==> config.mk <==
export PLATFORM = sky130hd
export DESIGN_NAME = imem_loader
export DESIGN_NICKNAME = d
export VERILOG_FILES = /design/src/rtl/imem_loader.sv
export SDC_FILE = /design/constraint.sdc
export NUM_CORES = 1
export LEC_CHECK = 0
export ABC_AREA = 1
export ABC_CLOCK_PERIOD_IN_PS = 4600
export CORE_MARGIN = 2
export CORE_UTILIZATION = 45
export DETAILED_ROUTE_END_ITERATION = 7
export PLACE_DENSITY = 0.68
export SLEW_MARGIN = 10
export SYNTH_ARGS = -nofsm -noshare
export SYNTH_HDL_FRONTEND = slang
export SYNTH_SLANG_ARGS = --single-unit
export TNS_END_PERCENT = 50
==> constraint.sdc <==
create_clock -name clk -period 4.6 [get_ports clk]
set_input_delay 0.92 -clock clk [delete_from_list [all_inputs] [get_ports clk]]
set_output_delay 0.92 -clock clk [all_outputs]
set_load 0.05 [all_outputs]
==> src/rtl/imem_loader.sv <==
// Serial byte stream to instruction memory loader. Assembles little-endian words,
// writes them one per word, and holds the core in stall until a load completes.
module imem_loader #(
  parameter int DATA_WIDTH = 32,
  parameter int DEPTH      = 256,
  parameter int ADDR_W     = 8
) (
  input  logic                  clk,
  input  logic                  rst,
  input  logic                  load_start,
  input  logic [15:0]           word_count,
  input  logic [7:0]            byte_data,
  input  logic                  byte_valid,
  output logic                  byte_ready,
  output logic                  mem_we,
  output logic [ADDR_W-1:0]     mem_addr,
  output logic [DATA_WIDTH-1:0] mem_wdata,
  output logic                  core_hold,
  output logic                  busy,
  output logic                  done,
  output logic                  err
);

  localparam int BYTES = DATA_WIDTH / 8;
  localparam int BI_W  = (BYTES > 1) ? $clog2(BYTES) : 1;
  localparam logic [BI_W-1:0] LAST_BYTE = BI_W'(BYTES - 1);
  localparam logic [16:0]     DEPTH_L   = 17'(DEPTH);

  typedef enum logic [1:0] {
    IDLE  = 2'd0,
    RECV  = 2'd1,
    WRITE = 2'd2,
    DONE  = 2'd3
  } state_t;

  state_t                state_q, state_d;
  logic [15:0]           count_q, count_d;
  logic [ADDR_W-1:0]     word_idx_q, word_idx_d;
  logic [BI_W-1:0]       byte_idx_q, byte_idx_d;
  logic [DATA_WIDTH-1:0] asm_q, asm_d;
  logic                  mem_we_q, mem_we_d;
  logic [ADDR_W-1:0]     mem_addr_q, mem_addr_d;
  logic [DATA_WIDTH-1:0] mem_wdata_q, mem_wdata_d;
  logic                  done_q, done_d;
  logic                  err_q, err_d;
  logic                  byte_ready_q;
  logic                  busy_q;
  logic                  core_hold_q;

  logic                  accept_s;
  logic                  too_big_s;
  logic                  last_word_s;

  assign accept_s    = byte_valid && byte_ready_q;
  assign too_big_s   = {1'b0, word_count} > DEPTH_L;
  // count_q is at least 1 whenever WRITE is reachable, so the subtraction cannot wrap.
  assign last_word_s = (16'(word_idx_q) == (count_q - 16'd1));

  // Next-state and next-output computation for the load sequencer.
  always_comb begin
    state_d     = state_q;
    count_d     = count_q;
    word_idx_d  = word_idx_q;
    byte_idx_d  = byte_idx_q;
    asm_d       = asm_q;
    mem_we_d    = 1'b0;
    mem_addr_d  = mem_addr_q;
    mem_wdata_d = mem_wdata_q;
    done_d      = done_q;
    err_d       = err_q;

    case (state_q)
      IDLE, DONE: begin
        if (load_start) begin
          count_d    = word_count;
          done_d     = 1'b0;
          err_d      = 1'b0;
          word_idx_d = '0;
          byte_idx_d = '0;
          asm_d      = '0;
          if (word_count == 16'd0) begin
            state_d = DONE;
            done_d  = 1'b1;
          end else if (too_big_s) begin
            state_d = DONE;
            err_d   = 1'b1;
          end else begin
            state_d = RECV;
          end
        end else begin
          state_d = state_q;
        end
      end
      RECV: begin
        if (accept_s) begin
          asm_d[{byte_idx_q, 3'b000} +: 8] = byte_data;
          if (byte_idx_q == LAST_BYTE) begin
            byte_idx_d  = '0;
            state_d     = WRITE;
            mem_we_d    = 1'b1;
            mem_addr_d  = word_idx_q;
            mem_wdata_d = asm_d;
          end else begin
            byte_idx_d = byte_idx_q + BI_W'(1);
          end
        end else begin
          state_d = RECV;
        end
      end
      WRITE: begin
        if (last_word_s) begin
          state_d = DONE;
          done_d  = 1'b1;
        end else begin
          word_idx_d = word_idx_q + ADDR_W'(1);
          state_d    = RECV;
        end
      end
      default: begin
        state_d = IDLE;
      end
    endcase
  end

  // State and registered outputs; status outputs are decoded from the next state.
  always_ff @(posedge clk or posedge rst) begin
    if (rst) begin
      state_q      <= IDLE;
      count_q      <= 16'd0;
      word_idx_q   <= '0;
      byte_idx_q   <= '0;
      asm_q        <= '0;
      mem_we_q     <= 1'b0;
      mem_addr_q   <= '0;
      mem_wdata_q  <= '0;
      done_q       <= 1'b0;
      err_q        <= 1'b0;
      byte_ready_q <= 1'b0;
      busy_q       <= 1'b0;
      core_hold_q  <= 1'b1;
    end else begin
      state_q      <= state_d;
      count_q      <= count_d;
      word_idx_q   <= word_idx_d;
      byte_idx_q   <= byte_idx_d;
      asm_q        <= asm_d;
      mem_we_q     <= mem_we_d;
      mem_addr_q   <= mem_addr_d;
      mem_wdata_q  <= mem_wdata_d;
      done_q       <= done_d;
      err_q        <= err_d;
      byte_ready_q <= (state_d == RECV);
      busy_q       <= (state_d == RECV) || (state_d == WRITE);
      core_hold_q  <= !((state_d == DONE) && done_d);
    end
  end

  assign byte_ready = byte_ready_q;
  assign mem_we     = mem_we_q;
  assign mem_addr   = mem_addr_q;
  assign mem_wdata  = mem_wdata_q;
  assign core_hold  = core_hold_q;
  assign busy       = busy_q;
  assign done       = done_q;
  assign err        = err_q;

endmodule

==> results of run 1 <==
flip-flops by register name, indices dropped and copies added, names as in the netlist:
signal	cells
mem_wdata	32
err	1
mem_we	1
done	1
asm_q	32
word_idx_q	8
count_q	16
mem_addr	8
core_hold	1
state_q	2
byte_idx_q	2
byte_ready	1
busy	1
power breakdown:
group          internal [mW]  switching (mW)
logic                  0.386           0.893
clock network          0.362           0.342
registers               1.07           0.133
cell type report:
class                      instances  area (um^2)
sequential                       106         2650
clock buffer                      10          229
multi-input combinational        456         2190
clock inverter                     4         28.8
tap                              143          179
timing repair buffer              78          768
inverter                         104          393
fill                            1070         5070
tightest hold or removal path: stages (launching register included):
cell and delay, ns:
dfrtp_1 0.35, nand2_1 0.05, nand2_1 0.05
cells by family (layout without fill, tap and decap cells):
logic type                 Yosys count  count (layout)  synth area share (%)
DFF                                106             106                  49.6
and+or+nand+nor                    318             318                  24.8
adders and majority gates           11              11                  2.57
AOI/OAI and AO/OA                  119             119                  12.4
xor gates and xnor gates             8               8                  1.31
buffers and inverters              131             196                  9.38
cell usage in the layout, fill, tap and decap left out, drive strengths merged, types with 3 or more instances in the layout:
cell type and n:
nand2 199, o22ai 41, nand3 37, xor2 5, o21ai 62, xnor2 3
nand3b 5, clkdlybuf4s50 73, dfrtp 105, inv 104, clkbuf 10, ha 11
a31oi 8, nor2 67, nand4 6, a21oi 6, buf 5
layer usage:
metal	GRT usage [%]	vias to the layer above	share of wire (%)	routed length, um
li1	-	2325	-	-
met1	25.5	2177	44	5410
met2	35.5	101	49	6090
met3	4.98	26	4.4	542
met4	9.02	0	2.3	289
met5	0	-	0	0
worst max-delay path by stage:
stage           endpoint  cells after the start  slack, ns  startpoint
2_1_floorplan   asm_q[0]                      1       0.89         rst
3_3_place_gp        busy                      7       1.60  load_start
3_5_place_dp    asm_q[4]                      5       1.50  load_start
4_1_cts             busy                      7       1.88  load_start
5_1_grt             busy                      7       1.68  load_start
6_report       asm_q[22]                      5       1.82  load_start
==> flow_summary.json, run 1 <==
{
  "status": "complete, but fails checks",
  "violations": "design-rule violations",
  "synth-edff-count": 0,
  "dieArea_um2": 12800,
  "syn_inst": 693,
  "min_period_ns": 2.78,
  "p_per_area_nw_per_um2": 495,
  "worstPathArrival_ns": 2.98,
  "via_per_inst": 5.14,
  "grt-ovfl-total": 0,
  "synth_top_area_share_pct": 49.1,
  "wl_per_cell_um": 13.7,
  "root_buffer": "clkbuf_16",
  "io-pin-count": 74,
  "netlist_area_um2": 5350,
  "r2r_end": "asm_q[22]",
  "port_buffers": 73,
  "finalWorstSetupSlack_ns": 1.82,
  "postCtsHoldBufs": 0,
  "worst_pin_slew_ns": 0.893,
  "core_um2": 11500,
  "die_y_um": 113,
  "numCtsBuffers": 9,
  "crit_family": "simple AND/OR/NAND/NOR gates",
  "hp-start": "mem_wdata[15]",
  "start_util_pct": 46.5,
  "pre_cts_slack_ns": 1.50,
  "synth-async-reset-ratio_pct": 100,
  "placedCellCount": 887,
  "synth_top_cell_by_area": "dfrtp_1",
  "drt-initial-drc-count": 316,
  "r2r-start": "state_q[0]",
  "grt_pass1_wl_um": 21600,
  "cp_cell_sequence": "clkdlybuf4s50_1 -> nor2_1 -> clkinv_1 -> nand2_1 -> o22ai_1",
  "relSlewSlack_pct": 40.5,
  "synth_area_leaders": "dfrtp_1 (49%), nand2_1 (14%), inv_1 (6.9%), o21ai_0 (5.8%), o22ai_1 (4.8%)",
  "synth_common_cells": "nand2_1 (196), dfrtp_1 (105), inv_1 (99)",
  "hold_path_end": "mem_wdata[15]",
  "htree_levels": 3,
  "clock-sinks": 106,
  "peakVddDrop_mv": 0.267,
  "cts_resized": 0,
  "rsz0062_at_grt": "false",
  "r2r_setup_slack_ns": 2.02,
  "antenna_found_initial": 0,
  "p_leak_nw": 3.04,
  "max_cap_viol_count": 0,
  "die_w_um": 113,
  "fin_cells": 901,
  "final-hold-violation-count": 0,
  "grt_max_degree": 73,
  "post_synth.cell_area_avg_um2": 7.72,
  "cp_slowest_stage_delay_ns": 0.64,
  "std_cell_rows": 39,
  "vias": 4629,
  "cpMaxStageDelayCell": "nand2_1",
  "reg2reg_depth": 7,
  "hpwl_um": 9020,
  "drc": 6,
  "drtPass1Iterations": 8,
  "num_antenna_cells": 0,
  "final_util_pct": 56.0,
  "drt-total-wl_um": 12300,
  "finalPower_mw": 3.19,
  "cp-end-kind": "register",
  "syn_to_final_growth_pct": 20.5,
  "setup_viol": 0,
  "path_buf_inv": 2,
  "yosys_warnings": 0,
  "finalWeightedCongestion": 0.879,
  "drive_gt1_share_pct": 4.62,
  "cp_max_fo": 17,
  "grtUsageTotal_pct": 20.9,
  "final_area_um2": 6450,
  "hold_path.class": "reg2reg",
  "fin_skew_ns": 0.0122,
  "final_antenna_net_count": 0,
  "cts_setup_buffers": 0,
  "seq_area_frac_synth_pct": 49.6,
  "path_clk_slew_ns": 0.07,
  "clk_latency_ns": 0.36,
  "synth_cell_types": 30,
  "synthFlopType": "dfrtp_1",
  "holdPathStages": 2,
  "synth.most_common_cell": "nand2_1",
  "finalMaxSlewViolations": 0,
  "worstPathRequired_ns": 4.80,
  "grt_pass1_vias": 4687,
  "timing.hold.ws_ns": 0.482,
  "critPathKind": "in2reg",
  "max_clock_freq_ghz": 0.359,
  "cts_max_path_buffers": 2,
  "min_period_over_period_pct": 60.5,
  "placed_area_um2": 6190,
  "cp-start-kind": "primary input",
  "synthesis.nets": 732,
  "ys_ff_latch": 106,
  "cts_tree": "done",
  "finalSetupTns_ns": 0,
  "nets": 794
}
Note: power is estimated with default switching activity, not from simulation.
==> run 2: changes to the inputs <==
--- a/config.mk
+++ b/config.mk
@@ -6,11 +6,11 @@
 export NUM_CORES = 1
 export LEC_CHECK = 0
 export ABC_AREA = 1
-export ABC_CLOCK_PERIOD_IN_PS = 4600
+export ABC_CLOCK_PERIOD_IN_PS = 2300
 export CORE_MARGIN = 2
 export CORE_UTILIZATION = 45
 export DETAILED_ROUTE_END_ITERATION = 7
-export PLACE_DENSITY = 0.68
+export PLACE_DENSITY = 0.7
 export SLEW_MARGIN = 10
 export SYNTH_ARGS = -nofsm -noshare
 export SYNTH_HDL_FRONTEND = slang
==> constraint.sdc (replaced) <==
create_clock -name clk -period 2.3 [get_ports clk]
set_input_delay 0.46 -clock clk [delete_from_list [all_inputs] [get_ports clk]]
set_output_delay 0.46 -clock clk [all_outputs]
set_load 0.05 [all_outputs]
==> flow_summary.json, run 2 (synthesized netlist as in run 1, its figures left out) <==
{
  "cp_max_fo": 5,
  "status": "complete, but fails checks",
  "fin_skew_ns": 0.00741,
  "die_w_um": 113,
  "final_common_cell": "nand2_1",
  "relSlewSlack_pct": 64.3,
  "critPathKind": "reg2reg",
  "crit_family": "simple AND/OR/NAND/NOR gates",
  "cp-start-kind": "register",
  "min_period_over_period_pct": 92.7,
  "most-common-layout-cells": "nand2_1 (196), dfrtp_1 (104), inv_1 (98), clkdlybuf4s50_1 (73), o21ai_0 (62)",
  "clk_latency_ns": 0.35,
  "nets": 809,
  "max_cap_viol_count": 0,
  "final_util_pct": 57.6,
  "die_y_um": 113,
  "grt_pass1_vias": 4709,
  "p_per_area_nw_per_um2": 1000,
  "path_clk_slew_ns": 0.07,
  "core_um2": 11500,
  "peakVddDrop_mv": 0.474,
  "hold_path.class": "in2async",
  "numCtsBuffers": 9,
  "std_cell_rows": 39,
  "cts_tree": "done",
  "start_util_pct": 46.5,
  "drt-total-wl_um": 12600,
  "violations": "design-rule violations",
  "cp_cell_sequence": "inv_1 -> ha_2 -> nor2_1 -> nor2_1 -> nand3_1 -> nor2_1 -> nand2_1 -> nor2_2 -> nand3_2 -> or2_4 -> a21oi_1 -> ha_1",
  "drc": 5,
  "cp-end-kind": "register",
  "grt_max_degree": 57,
  "cts_max_path_buffers": 2,
  "clock-sinks": 106,
  "io-pin-count": 74,
  "final-hold-violation-count": 0,
  "max_clock_freq_ghz": 0.469,
  "grt-ovfl-total": 0,
  "finalMaxSlewViolations": 0,
  "worst_pin_slew_ns": 0.534,
  "drtPass1Iterations": 6,
  "grtUsageTotal_pct": 20.9,
  "path_buf_inv": 1,
  "final_antenna_net_count": 0,
  "vias": 4710,
  "worstPathRequired_ns": 2.54,
  "htree_levels": 3,
  "min_period_ns": 2.13,
  "timing.hold.ws_ns": 0.448,
  "finalWeightedCongestion": 0.878,
  "setup_viol": 0,
  "fillerInstances": 1083,
  "finalPower_mw": 6.65,
  "cpMaxStageDelayCell": "dfrtp_1",
  "root_buffer": "clkbuf_16",
  "wl_per_cell_um": 13.7,
  "via_per_inst": 5.13,
  "num_antenna_cells": 0,
  "crit_path_frequent_cell": "nor2_1",
  "hpwl_um": 9210,
  "antenna_found_initial": 0,
  "worstPathArrival_ns": 2.37,
  "port_buffers": 73,
  "syn_to_final_growth_pct": 23.9,
  "dieArea_um2": 12800,
  "p_leak_nw": 3.13,
  "grt_pass1_wl_um": 21700,
  "cp_slowest_stage_delay_ns": 0.39,
  "drive_gt1_share_pct": 7.10,
  "drt-initial-drc-count": 326
}
-- run 2: changes by cell type in the layout (fill, tap and decap cells not counted) --
cell,previous run,this run
buf_12,0,4
buf_4,5,16
clkinv_2,1,2
clkinvlp_4,2,4
dfrtp_1,105,104
dfrtp_2,0,1
ha_1,11,10
ha_2,0,1
inv_4,1,0
nor2_1,61,60
nor2_2,4,5
-- run 2: worst paths after layout --
| kind | slack [ns] | start | to | cells past startpoint |
|---|---|---|---|---|
| min in group clk | 0.48 | mem_addr[7] | mem_addr[7] | 2 |
| max in group asynchronous | 1.20 | rst | core_hold | 3 |
| hold reg to reg | 0.48 | mem_addr[7] | mem_addr[7] | 2 |
| setup reg to reg | 0.17 | count_q[1] | busy | 12 |
| setup / recovery | 0.17 | count_q[1] | busy | 12 |
| hold / removal | 0.45 | rst | asm_q[1] | 2 |
-- run 2: layer usage --
metal / vias up / global-route usage (%) / share of wire, %
met2: 95 / 35.5 / 49
met4: 0 / 9.76 / 3.0
met3: 30 / 3.48 / 3.8
met5: - / 0 / 0
met1: 2227 / 26.1 / 44
li1: 2358 / - / -
-- run 2: stage by stage --
step | setup slack, ns | setup TNS, ns | area (um^2) | std cells
after global routing | -0.00320 | -0.00320 | 6630 | 918
after floorplan | 0.205 | 0 | 5350 | 693
after detailed placement | 0.0461 | 0 | 6330 | 899
final | 0.167 | 0 | 6630 | 918
after CTS | 0.103 | 0 | 6600 | 915
after global placement | 0.0783 | 0 | 6330 | 899
-- run 2: area by class of cell --
cell class / count / area (um^2) / share of cell area [%]
sequential: 106 / 2660 / 40.1
tap: 143 / 179 / 2.70
clock inverter: 6 / 41.3 / 0.623
timing repair buffer: 93 / 931 / 14.0
inverter: 104 / 394 / 5.95
clock buffer: 10 / 229 / 3.45
multi-input combinational: 456 / 2200 / 33.2
-- run 2: what timing repair did --
item                                    4_1_cts  5_1_grt
hold buffers                                  0        0
gates resized for setup                       0        3
hold endpoints to repair                      0        0
setup buffers                                 0        3
endpoints found under the setup margin        0        3
-- run 2: power by group --
part           total (mW)  switching [mW]  internal (mW)  leakage [nW]
Clock                1.44           0.704          0.735         0.125
Sequential           2.39           0.245           2.15          1.43
Combinational        2.82            1.88          0.943          1.57
==> run 3: changes to the inputs <==
--- a/config.mk
+++ b/config.mk
@@ -10,7 +10,7 @@
 export CORE_MARGIN = 2
 export CORE_UTILIZATION = 45
 export DETAILED_ROUTE_END_ITERATION = 7
-export PLACE_DENSITY = 0.7
+export PLACE_DENSITY = 0.78
 export SLEW_MARGIN = 10
 export SYNTH_ARGS = -nofsm -noshare
 export SYNTH_HDL_FRONTEND = slang
==> flow_summary.json, run 3 (synthesized netlist as in run 1, its figures left out) <==
{
  "status": "complete, but fails checks",
  "violations": "design-rule violations",
  "root_buffer": "clkbuf_16",
  "max_cap_viol_count": 0,
  "die_w_um": 113,
  "peakVddDrop_mv": 0.569,
  "final_antenna_net_count": 0,
  "path_buf_inv": 1,
  "setup_viol": 0,
  "dieArea_um2": 12800,
  "finalWeightedCongestion": 0.895,
  "r2r_end": "busy",
  "final-hold-violation-count": 0,
  "grt-ovfl-total": 0,
  "finalWorstSetupSlack_ns": 0.151,
  "worst_pin_slew_ns": 0.547,
  "port_buffers": 73,
  "cp-start-kind": "register",
  "hpwl_um": 9130,
  "via_per_inst": 5.30,
  "min_period_ns": 2.15,
  "io-pin-count": 74,
  "drive_gt1_share_pct": 6.86,
  "cts_max_path_buffers": 2,
  "p_per_area_nw_per_um2": 1020,
  "p_leak_nw": 3.13,
  "pre_cts_slack_ns": 0.0397,
  "drt-total-wl_um": 12800,
  "die_y_um": 113,
  "most-common-layout-cells": "nand2_1 (196), dfrtp_1 (105), inv_1 (98), clkdlybuf4s50_1 (73), o21ai_0 (62)",
  "grt_pass1_vias": 4727,
  "drc": 8,
  "std_cell_rows": 39,
  "fin_skew_ns": 0.00919,
  "r2r_setup_slack_ns": 0.19,
  "num_antenna_cells": 0,
  "htree_levels": 3,
  "drt-initial-drc-count": 349,
  "start_util_pct": 46.5,
  "fillerInstances": 1012,
  "worstPathRequired_ns": 1.84,
  "cpMaxStageDelayCell": "clkdlybuf4s50_1",
  "finalSetupTns_ns": 0,
  "antenna_found_initial": 0,
  "cp_slowest_stage_delay_ns": 0.83,
  "finalMaxSlewViolations": 0,
  "nets": 807,
  "rsz0062_at_grt": "false",
  "holdPathStages": 2,
  "cp-end-kind": "output pin",
  "drtPass1Iterations": 7,
  "critPathKind": "reg2out",
  "postCtsHoldBufs": 0,
  "max_clock_freq_ghz": 0.465,
  "vias": 4852,
  "crit_family": "buffers and inverters",
  "hold_path_end": "mem_addr[4]",
  "cp_cell_sequence": "clkdlybuf4s50_1",
  "cts_tree": "done",
  "relSlewSlack_pct": 63.4,
  "hp-start": "mem_addr[4]",
  "min_period_over_period_pct": 93.4,
  "r2r-start": "count_q[1]",
  "grt_max_degree": 78,
  "grt_pass1_wl_um": 21600,
  "cp_max_fo": 1,
  "hold_path.class": "reg2reg",
  "syn_to_final_growth_pct": 24.2,
  "reg2reg_depth": 12,
  "numCtsBuffers": 9,
  "clock-sinks": 106,
  "worstPathArrival_ns": 1.69,
  "grtUsageTotal_pct": 20.6,
  "path_clk_slew_ns": 0.07,
  "clk_latency_ns": 0.35,
  "final_common_cell": "nand2_1",
  "core_um2": 11500,
  "wl_per_cell_um": 14.0
}
## run 3: where the power goes
part | internal, mW | total [mW] | switching [mW]
combinational | 0.941 | 2.85 | 1.91
clock | 0.858 | 1.56 | 0.699
sequential | 2.14 | 2.39 | 0.245
## run 3: routing by layer
layer	up-vias	part of all wire (%)	global-route usage (%)
li1	2358	-	-
met1	2289	43	26.6
met2	171	49	35.0
met3	34	5.1	2.84
met4	0	2.7	8.62
met5	-	0	0
## run 3: layout make-up
cell class | count | area (um^2) | area share, %
clock buffer | 10 | 229 | 3.45
clock inverter | 6 | 71.3 | 1.07
inverter | 104 | 394 | 5.93
multi-input combinational | 456 | 2210 | 33.3
sequential | 106 | 2650 | 40.0
tap | 143 | 179 | 2.69
timing repair buffer | 91 | 903 | 13.6
## run 3: worst max path at each step
stage                   from         to  slack [ns]  cells after the start
3_5_place_dp   word_count[3]       busy        0.04                     10
3_3_place_gp   word_count[3]       busy        0.07                     10
2_1_floorplan     count_q[0]       busy        0.21                     13
5_1_grt           state_q[0]       busy       0.004                     12
4_1_cts           count_q[0]       busy        0.11                     12
6_report           core_hold  core_hold        0.15                      1
## run 3: timing repair
item,in CTS,in global routing
setup endpoints to repair,0,1
setup buffers,0,2
resized for setup,0,2
hold endpoints to repair,0,0
## run 3: stage by stage
stage	total power, mW	instance area (um^2)	util (%)	std cells	hold slack, ns
floorplan	4.30	5350	-	693	0.472
detailed placement	5.19	6310	54.8	898	0.473
finish	6.79	6640	57.7	916	0.484
global route	7.25	6640	57.7	916	0.510
global placement	5.08	6310	54.8	898	0.465
CTS	6.76	6610	57.4	914	0.491
==> RTL edit (flow settings as in run 3) <==
Re-encode `state_t` (4 states) as one-hot, 4 bits wide.
--- a/src/rtl/imem_loader.sv
+++ b/src/rtl/imem_loader.sv
@@ -26,11 +26,11 @@
   localparam logic [BI_W-1:0] LAST_BYTE = BI_W'(BYTES - 1);
   localparam logic [16:0]     DEPTH_L   = 17'(DEPTH);
 
-  typedef enum logic [1:0] {
-    IDLE  = 2'd0,
-    RECV  = 2'd1,
-    WRITE = 2'd2,
-    DONE  = 2'd3
+  typedef enum logic [3:0] {
+    IDLE  = 4'b0001,
+    RECV  = 4'b0010,
+    WRITE = 4'b0100,
+    DONE  = 4'b1000
   } state_t;
 
   state_t                state_q, state_d;
Behaviour: no difference found for any inputs over 4 cycles, from zero or initial values and one cycle with rst high; so few cycles prove little.
==> RTL edit against run 3 <==
- total power decreased by 20%
- cell area increased by 1.1%
- first-iteration DRC count decreased by 22%
- clock skew decreased by 0.00069 ns
- setup slack improved by 0.0045 ns
- sequential cell count increased by 2
- routed wire length decreased by 2.1%
- area after synthesis increased by 1.7%
- global-route usage increased by 0.14 points
- hold slack got worse by 0.014 ns
- via count decreased by 4.6%
- non-clock buffer count decreased by 4
- largest cell class unchanged
- largest power group is now registers
==> RTL edit: results (changes against run 3) <==
* Total nets after synthesis at 730 (-0.27%)
* Distinct cells, synth at 34 (+13%)
* R2R Setup Slk at 0.28 ns (+0.09 ns)
* Clock skew at 0.00850 ns (-0.000687 ns)
* Global-route wire length before repair at 21700 um (+0.67%)
* Synth Flop Type: dfrtp_1
* Clock Latency Late Sink at 0.35 ns (about the same)
* Total GRT Usage at 20.7% (+0.14 points)
* Post-synthesis mux area share at 0% (unchanged)
* Final worst hold slack at 0.471 ns (-0.0138 ns)
* Metal3 WL at 506 um (-23%)
* CP peak stage delay at 0.79 ns (-0.04 ns)
* Number of CTS-inserted buffers at 9 (unchanged)
* Share of cells above drive strength 1 at 7.37% (+0.52 points)
* Largest net degree at the start of global routing at 55 (-29%)
* Synth top area cells: dfrtp_1 49%, nand2_1 15%, inv_1 5.7%
* Synthesis Warnings at 0 (unchanged)
* Avg Cell Area, Syn at 7.84 um2 (+1.5%)
* Post-place instance area at 6420 um2 (+1.8%)
* Reg-to-Reg End: busy
* Grt met2 use at 31.3% (-3.7 points)
* WL met2 at 5660 um (-9.6%)
* Placed cell count at 904 (+0.67%)
* Htree depth at 3 (unchanged)
* Fin nets at 804 (-0.37%)
* Final HPWL DP at 8990 um (-1.5%)
* M1 WL at 6130 um (+10%)
* Pre-CTS WS at 0.142 ns (+0.102 ns)
* Worst VDD drop at 0.000357 V (-37%)
* Worst hold start: mem_wdata[7]
* CTS Root Cell: clkbuf_16
* P_leak at 0.00316 uW (+0.86%)
* Vias per cell at 5.03 (-5.0%)
* Clk slew on worst S/H paths at 0.07 ns (about the same)
* Hold endpoint: mem_wdata[7]
* Worst hold-check path type: reg2reg
* First-pass iteration count of the detailed router at 4 (-3)
* Met3 Track Usage GR at 4.14% (+1.3 points)
* Outcome: completed
* Number of global-route vias before repair at 4559 (-3.6%)
* FFs w/ async S/R, synth at 100% (unchanged)
* Post-Route WL at 12600 um (-2.1%)
* DRC at 0 (-8)
* Worst r2r path cells at 11 (-1)
* Period minus WS final at 2.14 ns (-0.00446 ns)
* GP Congestion at 0.897 (+0.21%)
* Initial antenna violation count at 0 (unchanged)
* Post-synthesis compound-gate area fraction at 10.1% (-2.2 points)
* Seq/Total Area, Yosys at 49.7% (+0.12 points)
* Critical path fanouts, max at 1 (unchanged)
* Worst reg2reg startpoint: count_q[0]
* DRT iter0 DRCs at 271 (-22%)
* XOR/XNOR Fraction of Synth Area at 1.77% (+0.46 points)
* Met1 usage at 30.1% (+3.4 points)
* Worst slew pin tran at 0.816 ns (+0.269 ns)
* Final Non-Filler Cells at 920 (+0.44%)
* Commonest cells post-synth: 220 x nand2_1, 106 x dfrtp_1, 83 x inv_1
* Synth Area in Adders at 1.84% (-0.73 points)
* Slowest CP cell: clkdlybuf4s50_1
[RTL edit: where the power goes]
part	switching, uW	internal (uW)	leakage (uW)
Clock	678	831	0.000143
Combinational	1110	553	0.00155
Sequential	197	2070	0.00147
[RTL edit: final cells by class]
| type | instances | area (um2) |
|---|---|---|
| clock buffer | 14 | 274 |
| clock inverter | 2 | 17.5 |
| fill | 1093 | 5190 |
| inverter | 89 | 338 |
| multi-input combinational | 473 | 2290 |
| sequential | 108 | 2710 |
| tap | 147 | 184 |
| timing repair buffer | 87 | 911 |
[RTL edit: timing repair]
item / in CTS / in global routing
endpoints found under the setup margin: 0 / 1
setup buffers: 0 / 0
resized for setup: 0 / 1
[RTL edit: worst reg2reg max path, stage by stage, from the launching register on]
cell and delay [ns]:
dfrtp_1 0.41, inv_2 0.11, ha_1 0.21, nand2_2 0.13, nor2_2 0.17, nand2_1 0.07, nand2_1 0.05, nand4_1 0.09
nor2_1 0.22, nand2_1 0.19, nand2_1 0.14, nand3_1 0.08
